## src/rtl/regwrite_arbiter_pkg.sv

```systemverilog
// Shared widths, constants and helpers for the register-file write arbiter.
// Anything that needs NUM_REQ-dependent sizing should derive it through grant_w().
package regwrite_arbiter_pkg;

  localparam int DEFAULT_NUM_REQ    = 4;
  localparam int DEFAULT_DATA_WIDTH = 32;
  localparam int DEFAULT_ADDR_WIDTH = 5;

  // Writes aimed at this index are accepted but never strobed into the file.
  localparam int ZERO_REG = 0;

  // Typical writeback sources in the default four-requester configuration.
  typedef enum logic [1:0] {
    SRC_ALU    = 2'd0,
    SRC_MULDIV = 2'd1,
    SRC_LOAD   = 2'd2,
    SRC_IO     = 2'd3
  } wb_source_e;

  // Width of a source index; never narrower than one bit.
  function automatic int grant_w(input int num_req);
    return (num_req > 1) ? $clog2(num_req) : 1;
  endfunction

endpackage

```

## src/rtl/regwrite_arbiter_if.sv

```systemverilog
// Bundles the writeback-source handshakes and the register-file write port.
// The master side drives requests and hold; the slave side is the arbiter.
interface regwrite_arbiter_if
  import regwrite_arbiter_pkg::*;
#(
  parameter int NUM_REQ    = DEFAULT_NUM_REQ,
  parameter int DATA_WIDTH = DEFAULT_DATA_WIDTH,
  parameter int ADDR_WIDTH = DEFAULT_ADDR_WIDTH
) ();

  localparam int GRANT_W = grant_w(NUM_REQ);

  logic [NUM_REQ-1:0]            req_valid;
  logic [NUM_REQ*ADDR_WIDTH-1:0] req_addr;
  logic [NUM_REQ*DATA_WIDTH-1:0] req_data;
  logic [NUM_REQ-1:0]            req_ready;
  logic                          rf_hold;
  logic                          rf_write_enable;
  logic [ADDR_WIDTH-1:0]         rf_write_addr;
  logic [DATA_WIDTH-1:0]         rf_write_data;
  logic [GRANT_W-1:0]            grant_id;

  modport master (
    output req_valid,
    output req_addr,
    output req_data,
    output rf_hold,
    input  req_ready,
    input  rf_write_enable,
    input  rf_write_addr,
    input  rf_write_data,
    input  grant_id
  );

  modport slave (
    input  req_valid,
    input  req_addr,
    input  req_data,
    input  rf_hold,
    output req_ready,
    output rf_write_enable,
    output rf_write_addr,
    output rf_write_data,
    output grant_id
  );

endinterface

```

## src/rtl/regwrite_arbiter_rr_priority_picker.sv

```systemverilog
// Combinational round-robin picker: scans from the rotate pointer upward,
// wrapping modulo NUM_REQ, and reports the first set request.
module rr_priority_picker
  import regwrite_arbiter_pkg::*;
#(
  parameter int NUM_REQ = DEFAULT_NUM_REQ,
  parameter int GRANT_W = grant_w(NUM_REQ)
) (
  input  logic [NUM_REQ-1:0] req_i,
  input  logic [GRANT_W-1:0] ptr_i,
  output logic [NUM_REQ-1:0] grant_o,
  output logic [GRANT_W-1:0] winner_o,
  output logic               any_grant_o
);

  int   scanIdx;
  logic found;

  // The pointer is always kept below NUM_REQ, so one subtraction wraps correctly
  // even when NUM_REQ is not a power of two.
  always_comb begin
    grant_o     = '0;
    winner_o    = '0;
    any_grant_o = 1'b0;
    scanIdx     = 0;
    found       = 1'b0;
    for (int k = 0; k < NUM_REQ; k++) begin
      scanIdx = int'(ptr_i) + k;
      if (scanIdx >= NUM_REQ) begin
        scanIdx = scanIdx - NUM_REQ;
      end
      if (!found && req_i[scanIdx]) begin
        found            = 1'b1;
        grant_o[scanIdx] = 1'b1;
        winner_o         = GRANT_W'(scanIdx);
      end
    end
    any_grant_o = found;
  end

endmodule

```

## src/rtl/regwrite_arbiter.sv

```systemverilog
// Round-robin arbiter sharing one register-file write port among NUM_REQ
// writeback sources; the accepted write is issued from a register one cycle later.
module regwrite_arbiter
  import regwrite_arbiter_pkg::*;
#(
  parameter int NUM_REQ    = DEFAULT_NUM_REQ,
  parameter int DATA_WIDTH = DEFAULT_DATA_WIDTH,
  parameter int ADDR_WIDTH = DEFAULT_ADDR_WIDTH
) (
  input  logic              clock,
  input  logic              clear_n,
  regwrite_arbiter_if.slave bus
);

  localparam int GRANT_W = grant_w(NUM_REQ);

  logic [GRANT_W-1:0]    rrPtr_q,    rrPtr_d;
  logic                  wrEnable_q, wrEnable_d;
  logic [ADDR_WIDTH-1:0] wrAddr_q,   wrAddr_d;
  logic [DATA_WIDTH-1:0] wrData_q,   wrData_d;
  logic [GRANT_W-1:0]    grantId_q,  grantId_d;

  logic [NUM_REQ-1:0]    pickGrant;
  logic [GRANT_W-1:0]    pickWinner;
  logic                  pickAny;
  logic                  acceptGrant;
  logic [ADDR_WIDTH-1:0] selAddr;
  logic [DATA_WIDTH-1:0] selData;

  rr_priority_picker #(
    .NUM_REQ (NUM_REQ),
    .GRANT_W (GRANT_W)
  ) u_picker (
    .req_i       (bus.req_valid),
    .ptr_i       (rrPtr_q),
    .grant_o     (pickGrant),
    .winner_o    (pickWinner),
    .any_grant_o (pickAny)
  );

  // Hold and reset both suppress the ready pulse, so no source sees a transfer.
  assign acceptGrant   = pickAny & ~bus.rf_hold & clear_n;
  assign bus.req_ready = acceptGrant ? pickGrant : '0;

  always_comb begin
    selAddr = '0;
    selData = '0;
    for (int i = 0; i < NUM_REQ; i++) begin
      if (pickWinner == GRANT_W'(i)) begin
        selAddr = bus.req_addr[i*ADDR_WIDTH +: ADDR_WIDTH];
        selData = bus.req_data[i*DATA_WIDTH +: DATA_WIDTH];
      end
    end
  end

  // Register-zero writes still update addr/data/id and advance the pointer,
  // they just never raise the strobe.
  always_comb begin
    rrPtr_d    = rrPtr_q;
    wrEnable_d = 1'b0;
    wrAddr_d   = wrAddr_q;
    wrData_d   = wrData_q;
    grantId_d  = grantId_q;
    if (acceptGrant) begin
      wrEnable_d = (selAddr != ADDR_WIDTH'(ZERO_REG));
      wrAddr_d   = selAddr;
      wrData_d   = selData;
      grantId_d  = pickWinner;
      rrPtr_d    = (pickWinner == GRANT_W'(NUM_REQ - 1)) ? '0 : pickWinner + GRANT_W'(1);
    end
  end

  always_ff @(posedge clock or negedge clear_n) begin
    if (!clear_n) begin
      rrPtr_q    <= '0;
      wrEnable_q <= 1'b0;
      wrAddr_q   <= '0;
      wrData_q   <= '0;
      grantId_q  <= '0;
    end else begin
      rrPtr_q    <= rrPtr_d;
      wrEnable_q <= wrEnable_d;
      wrAddr_q   <= wrAddr_d;
      wrData_q   <= wrData_d;
      grantId_q  <= grantId_d;
    end
  end

  assign bus.rf_write_enable = wrEnable_q;
  assign bus.rf_write_addr   = wrAddr_q;
  assign bus.rf_write_data   = wrData_q;
  assign bus.grant_id        = grantId_q;

endmodule

```

## src/flat_wrapper.sv

```systemverilog
// flat-port wrapper written by rule: the top's interface ports become plain ports
module regwrite_arbiter_flat import regwrite_arbiter_pkg::*;
#(
  parameter int NUM_REQ    = DEFAULT_NUM_REQ,
  parameter int DATA_WIDTH = DEFAULT_DATA_WIDTH,
  parameter int ADDR_WIDTH = DEFAULT_ADDR_WIDTH
)
  (clock, clear_n, bus_req_valid, bus_req_addr, bus_req_data, bus_rf_hold, bus_req_ready, bus_rf_write_enable, bus_rf_write_addr, bus_rf_write_data, bus_grant_id);
  regwrite_arbiter_if #(.NUM_REQ(NUM_REQ), .DATA_WIDTH(DATA_WIDTH), .ADDR_WIDTH(ADDR_WIDTH)) bus_i ();
  input  logic clock;
  input  logic clear_n;
  input wire logic [$bits(bus_i.req_valid)-1:0] bus_req_valid;
  input wire logic [$bits(bus_i.req_addr)-1:0] bus_req_addr;
  input wire logic [$bits(bus_i.req_data)-1:0] bus_req_data;
  input wire logic [$bits(bus_i.rf_hold)-1:0] bus_rf_hold;
  output wire logic [$bits(bus_i.req_ready)-1:0] bus_req_ready;
  output wire logic [$bits(bus_i.rf_write_enable)-1:0] bus_rf_write_enable;
  output wire logic [$bits(bus_i.rf_write_addr)-1:0] bus_rf_write_addr;
  output wire logic [$bits(bus_i.rf_write_data)-1:0] bus_rf_write_data;
  output wire logic [$bits(bus_i.grant_id)-1:0] bus_grant_id;
  assign bus_i.req_valid = bus_req_valid;
  assign bus_i.req_addr = bus_req_addr;
  assign bus_i.req_data = bus_req_data;
  assign bus_i.rf_hold = bus_rf_hold;
  assign bus_req_ready = bus_i.req_ready;
  assign bus_rf_write_enable = bus_i.rf_write_enable;
  assign bus_rf_write_addr = bus_i.rf_write_addr;
  assign bus_rf_write_data = bus_i.rf_write_data;
  assign bus_grant_id = bus_i.grant_id;
  regwrite_arbiter #(.NUM_REQ(NUM_REQ), .DATA_WIDTH(DATA_WIDTH), .ADDR_WIDTH(ADDR_WIDTH)) u_core (.clock(clock), .clear_n(clear_n), .bus(bus_i));
endmodule
```

## config.mk

```make
export PLATFORM = sky130hd
export DESIGN_NAME = regwrite_arbiter_flat
export DESIGN_NICKNAME = d
export VERILOG_FILES = /design/src/rtl/regwrite_arbiter_pkg.sv /design/src/rtl/regwrite_arbiter_if.sv /design/src/rtl/regwrite_arbiter_rr_priority_picker.sv /design/src/rtl/regwrite_arbiter.sv /design/src/flat_wrapper.sv
export SDC_FILE = /design/constraint.sdc
export NUM_CORES = 1
export LEC_CHECK = 0
export CAP_MARGIN = 20
export CORE_UTILIZATION = 37
export DETAILED_ROUTE_END_ITERATION = 12
export HOLD_SLACK_MARGIN = 0.08
export PLACE_DENSITY_LB_ADDON = 0.1
export RECOVER_POWER = 50
export SYNTH_ARGS = -nofsm -noshare
export SYNTH_HDL_FRONTEND = slang
export SYNTH_HIERARCHICAL = 1
export SYNTH_SLANG_ARGS = --single-unit
```

## constraint.sdc

```tcl
create_clock -name clock -period 4.6 [get_ports clock]
set_input_delay 0.69 -clock clock [delete_from_list [all_inputs] [get_ports clock]]
set_output_delay 0.69 -clock clock [all_outputs]
set_load 0.05 [all_outputs]
```

Yosys cells after proc, flatten, opt, wreduce, memory -nomap -nowiden
Cells that the tools add are included.
- add/subtract/negate cells: 8
- order comparisons: 12
- equal/unequal tests: 3
- muxes and demuxes: 47
- bitwise gates (word level): 6
- reduce and logical (&&, ||, !) cells: 12
- operators with widths (kind ; count):
    two-way mux 32 bit ; 8
    greater-or-equal comparator 32 x 1 -> 1 bit, second input constant ; 4
    less-than comparator 32 x 4 -> 1 bit, second input constant ; 4
    two-way mux 4 bit ; 5
    two-way mux 5 bit ; 4
    two-way mux 1 bit ; 17
    OR 4 bit ; 3
    subtractor 3 x 3 -> 4 bit, second input constant ; 3
    two-way mux 2 bit ; 5
    greater-or-equal comparator 3 bit, second input constant ; 3
    binary-select mux 1 bit (select 2 bit) ; 4
    demux 1 bit (select 2 bit) ; 4
    logical AND 1 bit ; 7
    adder 2 x 2 -> 3 bit, second input constant ; 2
    nonzero test 5 bit ; 1
    == test 2 bit, second input constant ; 2
    subtractor 2 x 3 -> 4 bit, second input constant ; 1
    adder 2 x 1 -> 3 bit, second input constant ; 1
    greater-or-equal comparator 2 x 3 -> 1 bit, second input constant ; 1
    logical NOT 1 bit ; 3
    adder 2 x 1 -> 2 bit, second input constant ; 1
    bitwise AND 1 bit ; 2
    == test 2 x 1 -> 1 bit, second input constant ; 1
    logical NOT 2 bit ; 1
    inverter 1 bit ; 1
- flip-flop bits (word level): 42
- input port bits: 155

Longest topological paths before layout
Gate-level depths: netlist of run 1.
- depth in word-level cells: 22
- depth in mapped cells: 16

Hierarchy
Netlist of run 1, hierarchy kept.
- modules (own cells, without submodules) (module ; times used ; cells each ; area each (um2)):
    regwrite_arbiter ; 1 ; 315 ; 2656.3
    rr_priority_picker ; 1 ; 48 ; 460.4

Worst setup path before layout of run 1
No wires, ideal clock.
- path kind: register -> register
- from: reg u_core.rrPtr_q[0]
- to: reg u_core.wrEnable_q, in the netlist u_core/bus.rf_write_enable
- setup time: 0.136 ns
- data arrival time: 3.127 ns
- required time: 4.464 ns
- path slack: 1.338 ns
- cell stages (with the launch flop): 16
- path buffers: 3
- clock period less this slack: 3.262 ns
- cell sequence: dfrtp_1 -> buf_6 -> inv_1 -> ha_1 -> mux4_2 -> buf_6 -> nor4b_4 -> nor2_1 -> a32o_1 -> inv_1 -> ha_1 -> nor2b_1 -> buf_4 -> a221oi_1 -> o221a_1 -> a31oi_1
- cells in the longest elaborated chain, start to end: 22
- elaborated cells between the ends (all ways): 53
- RTL lines (item ; RTL line ; text):
    from (decl) ; regwrite_arbiter.sv:17 ; logic [GRANT_W-1:0] rrPtr_q, rrPtr_d;
    from (signal assigned) ; regwrite_arbiter.sv:81 ; rrPtr_q <= rrPtr_d;
    parallel branches: the longest is 14 deep, another holds subtractor 3 x 3 -> 4 bit ; n/a ;
    two-way mux 2 bit (*) ; regwrite_arbiter_rr_priority_picker.sv:32 ; if (!found && req_i[scanIdx]) begin
    via u_core.pickWinner[1] ; regwrite_arbiter.sv:24 ; logic [GRANT_W-1:0] pickWinner;
    logical NOT 2 bit ; regwrite_arbiter.sv:49 ; if (pickWinner == GRANT_W'(i)) begin
    two-way mux 5 bit (3 in series) ; regwrite_arbiter.sv:49 ;
    two-way mux 5 bit (*) ; regwrite_arbiter.sv:49 ;
    nonzero test 5 bit (*) ; regwrite_arbiter.sv:65 ; wrEnable_d = (selAddr != ADDR_WIDTH'(ZERO_REG));
    two-way mux 1 bit (*) ; regwrite_arbiter.sv:64 ; if (acceptGrant) begin
    via u_core.wrEnable_d ; regwrite_arbiter.sv:18 ; logic wrEnable_q, wrEnable_d;
    to (signal assigned) ; regwrite_arbiter.sv:82 ; wrEnable_q <= wrEnable_d;
    to (decl) ; regwrite_arbiter.sv:18 ;
Mark *: on every way through the listed nets, which the timed path passes. The select of a mux whose other input is x is not followed.
A chain may end at the register's enable or synchronous reset.

Final worst setup path of run 1
- from: reg u_core.rrPtr_q[0]
- to: out bus_req_ready[1]
- cells in the longest elaborated chain, start to end: 18
- elaborated cells between the ends (all ways): 67
- RTL lines (item ; RTL line ; text):
    parallel branches: the longest is 14 deep, another holds subtractor 3 x 3 -> 4 bit ; n/a ;
    two-way mux 1 bit (*) ; regwrite_arbiter_rr_priority_picker.sv:32 ;
    via u_core.pickAny ; regwrite_arbiter.sv:25 ; logic pickAny;
    bitwise AND 1 bit (*) (2 in series) ; regwrite_arbiter.sv:42 ; assign acceptGrant = pickAny & ~bus.rf_hold & clear_n;
    two-way mux 4 bit (*) ; regwrite_arbiter.sv:43 ; assign bus.req_ready = acceptGrant ? pickGrant : '0;
    to (decl) ; flat_wrapper.sv:16 ; output wire logic [$bits(bus_i.req_ready)-1:0] bus_req_ready;
Marks and branches as above.

==> impl_results.md, run 1 <==
- Compound-Gate Fraction of Synth Area: 29.5%
- Post-Syn Nets: 530
- Final-report hold violation count: 0
- Synth Instances: 363
- Relative slew slack: -56.6%
- Setup_tns: 0 ns
- Power Dens Cells: 864 nW/um^2
- Outcome: finished with violations
- Global route overflow: 0
- Final ANT Viol Nets: 0
- P_sw: 2.40 mW
- Skew final: 0.00549 ns
- First-pass GRT wire length: 17.3 mm
- Antenna violations before repair: 0
- Drc violations: 0
- Initial DRC count: 133
- Vias: 3531
- Final worst-path cycle share: 88.7%
- Tightest Pin Transition: 2.35 ns
- Mean Syn Cell Area: 8.59 sq um
- Synth Warn #: 6
- Post-synthesis mux area share: 4.30%
- Most common cell after layout, fill and taps aside: clkdlybuf4s50_1
- Flop pwr share: 15.1%
- Synth Register Bits: 42
- Synth cell types: 42
- Setup violations, final: 0
- Vias in the first global route: 3484
- Placement Rows: 33
- Critical setup path kind: reg2out
- Min-delay worst type: reg2reg
- Combinational share of power: 78.2%
- Die Y: 93.8 microns
- Synth Area in Simple Gates: 21.2%
- Worst-skew pair later-pin latency: 0.29 ns
- Max Root-Sink Buffers: 2
- CTS buffer count: 5
- DP Wirelength: 8.47 mm
- Maxcap violations: 1
- Data required, critical path: 3.91 ns
- Placer Congestion: 0.858
- WL final: 11.2 mm
- DIE AREA: 8790 sq um
- Pleak: 2.11 nW
- Reg clk slew, reported paths: 0.08 ns
- Cts repair resizes: 0
- Setup crit end kind: output port
- Starting Density: 38.1%
- Synthesized area: 3120 sq um
- Most frequent cells in the layout: clkdlybuf4s50_1 (171), a21oi_1 (65), dfrtp_1 (42)
- Vias per Instance: 5.42
- Overall global routing resource usage: 25.3%
- Htree depth: 2
- WL per Instance: 17.2 microns
- I/O Buffers: 198
- Largest net degree at the start of global routing: 43
- Num Clock Sinks: 42
- Layout cells sized above 1: 6.04%
- DIE WIDTH: 93.8 microns
- Unrepaired setup endpoints after global routing: false
- Layout area overhead: 68.4%
- Core ar.: 8180 sq um
- Adder-Cell Fraction of Synth Area: 4.82%
- Largest family of logic cells by synthesized area: compound AO/OA/AOI/OAI gates
- ANT cells: 0
- Sw Share: 52.9%
- Final Max Tran Viols: 43
- Final Critical Period: 4.08 ns
- Initial DRT Pass Iterations: 4
- Post-route insts no fill: 651
- # IOs: 199
- Setup Fix Bufs, Post-CTS: 0
- Cells after DPL: 644
- CTS tree: done
- Hold-fix buffers at CTS: 0
- Critical Path AT: 3.39 ns
- Failing checks: capacitance limit, slew limit
- Number of fill cells: 728
- Nets@finish: 713
- VDD IR max: 0.378 mV
- Sequential-to-total area share from yosys stat: 33.7%
- Crit-path max FO: 37
- Total power: 4.53 mW
- Clock power share: 6.7%
- FMAX: 0.245 GHz
- Internal power: 2.13 mW
- Synth Area in XOR/XNOR: 0%
- Crit start category: flop
- Clock Tree Root: clkbuf_8
[per-stage QoR]
stage / cell area (sq um) / hold WS, ns / utilization [%] / setup WS [ns]
floorplan: 3120 / 0.394 / - / 1.34
global placement: 5140 / 0.468 / 62.9 / 0.464
detailed placement: 5140 / 0.479 / 62.9 / 0.356
CTS: 5250 / 0.502 / 64.3 / 0.472
global route: 5250 / 0.518 / 64.2 / 0.231
finish: 5250 / 0.497 / 64.2 / 0.519
[final timing paths]
check | start | endpoint | slack [ns] | cells past startpoint
worst max register to register | u_core/rrPtr_q[0] | u_core/bus.rf_write_enable | 0.55 | 11
max in group asynchronous | clear_n | u_core/bus.rf_write_data[21] | 1.95 | 2
min in group asynchronous | clear_n | u_core/bus.rf_write_data[8] | 1.32 | 2
worst min register to register | u_core/bus.rf_write_addr[1] | u_core/bus.rf_write_addr[1] | 0.50 | 2
worst min-delay path | u_core/bus.rf_write_addr[1] | u_core/bus.rf_write_addr[1] | 0.50 | 2
worst max-delay path | u_core/rrPtr_q[0] | bus_req_ready[1] | 0.52 | 9
[critical path: stages, from the launching register on]
cell and delay (ns):
dfrtp_1 0.69, inv_1 0.20, ha_1 0.40, mux4_2 0.40, nor3_1 0.10, nand2b_1 0.10, nand2_1 0.10, nor2_4 0.68
and2_1 0.23, buf_4 0.19
[Yosys cell counts, drive strengths merged]
cell type	count	area share (%)
a211o	1	0.28
a21oi	65	10
a221o	34	11
a221oi	2	0.56
a22oi	8	1.9
a31oi	1	0.20
a32o	1	0.32
and2	4	0.80
and2b	1	0.28
and3b	1	0.28
buf	21	4.0
clkbuf	13	1.6
dfrtp	42	34
ha	12	4.8
inv	7	0.84
mux2	2	0.72
mux2i	1	0.32
mux4	4	3.3
nand2	13	1.6
nand2b	34	6.8
nand3	32	5.1
nor2	35	4.3
nor2b	1	0.20
nor3	1	0.16
nor4	1	0.20
nor4b	1	0.76
o211ai	1	0.24
o21ai	10	1.6
o221a	1	0.36
o221ai	3	1.0
o22ai	2	0.40
o311ai	1	0.28
o31ai	4	0.96
or2	2	0.40
or3b	1	0.28
[final cells by class]
class | instances | area [sq um] | area share [%]
Timing Repair Buffer | 210 | 2050 | 39.1
Multi-Input combinational cell | 280 | 1880 | 35.7
Sequential cell | 42 | 1050 | 20.0
Tap cell | 105 | 131 | 2.50
Clock buffer | 6 | 82.6 | 1.57
Clock inverter | 1 | 30.0 | 0.572
Inverter | 7 | 26.3 | 0.501
[power groups by stage]
| stage | clock network [mW] | logic [mW] | registers [mW] |
|---|---|---|---|
| 2_1_floorplan | 0 | 2.01 | 1.28 |
| 3_3_place_gp | 0 | 3.52 | 0.685 |
| 3_5_place_dp | 0 | 3.56 | 0.691 |
| 4_1_cts | 0.313 | 3.57 | 0.689 |
| 5_1_grt | 0.328 | 3.82 | 0.709 |
| 6_report | 0.306 | 3.54 | 0.683 |
[sequential cells by signal (all words and copies together), names as in the netlist]
register	count
u_core/rrPtr_q	2
u_core/bus.rf_write_addr	5
u_core/bus.grant_id	2
u_core/bus.rf_write_data	32
u_core/bus.rf_write_enable	1
[kinds of logic after synthesis]
kind of cell,Yosys count
simple gates,127
fa+ha+maj,12
mux,7
compound gates,134
flops,42
buf+inv,41
[routing by layer]
layer / routed length (microns) / up-vias / GRT usage, %
met5: 0 / - / 0
met4: 178 / 0 / 6.67
met3: 902 / 14 / 7.20
met2: 5860 / 147 / 45.9
met1: 4230 / 1653 / 28.9
li1: - / 1717 / -
(Power assumes the default switching activity.)
==> run 2: changes to the inputs <==
PLACE_DENSITY = 0.92   (was default)
PLACE_DENSITY_LB_ADDON = default   (was 0.1)
==> impl_results.md, run 2 (synthesis results as in run 1) <==
- Outcome: finished clean
- CP most frequent cell: ha_1
- Vias per Instance: 5.61 (+3.4%)
- Data required, critical path: 4.77 ns (+0.86 ns)
- Crit-path max FO: 23 (-38%)
- Power Dens Cells: 855 nW/um^2 (-1.0%)
- Num Clock Sinks: 42 (unchanged)
- Placement Rows: 33 (unchanged)
- Max Root-Sink Buffers: 2 (unchanged)
- R2R cell count: 10 (-1)
- DP Wirelength: 8.47 mm (about the same)
- Most common cell after layout, fill and taps aside: clkdlybuf4s50_1
- DIE WIDTH: 93.8 microns (unchanged)
- Drc violations: 0 (unchanged)
- Setup_tns: 0 ns (unchanged)
- ANT cells: 0 (unchanged)
- Reg clk slew, reported paths: 0.08 ns (about the same)
- Die Y: 93.8 microns (unchanged)
- Number of fill cells: 681 (-6.5%)
- CTS buffer count: 5 (unchanged)
- Skew final: 0.00539 ns (-0.0000931 ns)
- Cts repair resizes: 0 (unchanged)
- WL per Instance: 17.4 microns (+1.3%)
- Worst-skew pair later-pin latency: 0.30 ns (about the same)
- Final instance area: 5270 sq um (+0.36%)
- Max reg flops: 32 (unchanged)
- Worst setup path end: u_core/bus.rf_write_enable
- Final ANT Viol Nets: 0 (unchanged)
- Clock Tree Root: clkbuf_8
- Layout cells sized above 1: 6.04% (unchanged)
- DIE AREA: 8790 sq um (unchanged)
- Fin util: 64.4% (+0.23 points)
- Critical R2R Launch: u_core/rrPtr_q[0]
- Core ar.: 8180 sq um (unchanged)
- Placer Congestion: 0.895 (+4.3%)
- Initial DRC count: 217 (+63%)
- Htree depth: 2 (unchanged)
- Worst path slowest cell: dfrtp_1
- Final worst-path cycle share: 90.3% (+1.6 points)
- Antenna violations before repair: 0 (unchanged)
- Vias in the first global route: 3568 (+2.4%)
- Global route overflow: 0 (unchanged)
- DP Area: 5190 sq um (+0.97%)
- FMAX: 0.241 GHz (-1.8%)
- Relative slew slack: 56.2% (+110 points)
- Worst R2R Setup Slack: 0.45 ns (-0.10 ns)
- Hold slack: 0.475 ns (-0.0216 ns)
- Initial DRT Pass Iterations: 4 (unchanged)
- Starting Density: 38.1% (unchanged)
- Final Critical Period: 4.15 ns (+0.0731 ns)
- Most frequent cells in the layout: clkdlybuf4s50_1 (171), a21oi_1 (65), dfrtp_1 (42)
- # IOs: 199 (unchanged)
- Vias: 3650 (+3.4%)
- Overall global routing resource usage: 25.4% (+0.13 points)
- Post-route insts no fill: 651 (unchanged)
- Min-delay worst type: in2async
- Layout area overhead: 69.0%
- Crit-path cells: inv_1 -> ha_1 -> mux4_2 -> o311ai_0 -> a32o_1 -> ha_1 -> inv_2 -> o22ai_1 -> o221a_1 -> a31oi_1
- First-pass GRT wire length: 17.4 mm (+0.52%)
- Pleak: 2.11 nW (about the same)
- CTS tree: done
- Setup violations, final: 0 (unchanged)
- WL final: 11.3 mm (+1.3%)
- Worst reg2reg path endpoint: u_core/bus.rf_write_enable
- Maxcap violations: 0 (-1)
- Cells after DPL: 644 (unchanged)
- Max stage delay on crit path: 0.70 ns (about the same)
- Final Max Tran Viols: 0 (-100%)
- Critical Path AT: 4.32 ns (+0.93 ns)
- Critical setup path kind: reg2reg
- Setup Fix Bufs, Post-CTS: 0 (unchanged)
- Crit start category: flop
- Nets@finish: 713 (unchanged)
- Hold-fix buffers at CTS: 0 (unchanged)
- Setup crit end kind: flop
- Final-report hold violation count: 0 (unchanged)
- Unrepaired setup endpoints after global routing: false
- I/O Buffers: 198 (unchanged)
- Critical Path Start: u_core/rrPtr_q[0]
- Tightest Pin Transition: 0.656 ns (-1.69 ns)
- VDD IR max: 0.467 mV (+24%)
- Largest net degree at the start of global routing: 44 (+2.3%)
[run 2: layout make-up]
type	instances	area (sq um)	share of cell area (%)
sequential	42	1050	20.0
clock buffer	7	76.3	1.45
tap	105	131	2.49
multi-input combinational	280	1880	35.6
inverter	7	26.3	0.499
timing repair buffer	210	2110	40.0
[run 2: per-stage QoR]
| step | setup WS [ns] | power (mW) |
|---|---|---|
| 3_3_place_gp | 0.472 | 4.19 |
| 2_1_floorplan | 1.34 | 3.29 |
| 4_1_cts | 0.465 | 4.56 |
| 3_5_place_dp | 0.266 | 4.32 |
| 6_report | 0.446 | 4.50 |
| 5_1_grt | 0.161 | 4.82 |
[run 2: worst max-delay path, delay by kind of cell, from the launching register on]
family	cells	cell delay, ns
AOI/OAI and AO/OA	5	1.30
DFF	1	0.70
adders and majority gates	2	1.00
muxes	1	0.44
buffers and inverters	2	0.56
[run 2: worst min-delay path by stage]
stage | start | to | slack (ns) | cells after the start
2_1_floorplan | clear_n | u_core/bus.grant_id[0] | 0.39 | 0
3_3_place_gp | u_core/bus.rf_write_addr[2] | u_core/bus.rf_write_addr[2] | 0.47 | 2
3_5_place_dp | u_core/bus.rf_write_addr[2] | u_core/bus.rf_write_addr[2] | 0.48 | 2
4_1_cts | clear_n | u_core/bus.rf_write_data[9] | 0.49 | 2
5_1_grt | clear_n | u_core/bus.rf_write_addr[4] | 0.51 | 2
6_report | clear_n | u_core/bus.rf_write_addr[4] | 0.48 | 2
[run 2: where the power goes]
group / internal, mW / switching [mW] / total (mW) / leakage (nW)
clock: 0.105 / 0.126 / 0.231 / 0.0383
combinational: 1.42 / 2.16 / 3.59 / 1.58
sequential: 0.557 / 0.129 / 0.686 / 0.489
[run 2: routing by layer]
layer / vias to the layer above / part of all wire (%) / track usage [%]
met5: - / 0 / 0
met4: 0 / 1.5 / 7.18
met3: 20 / 7.7 / 5.74
met2: 183 / 51 / 45.6
met1: 1728 / 40 / 30.3
li1: 1719 / - / -
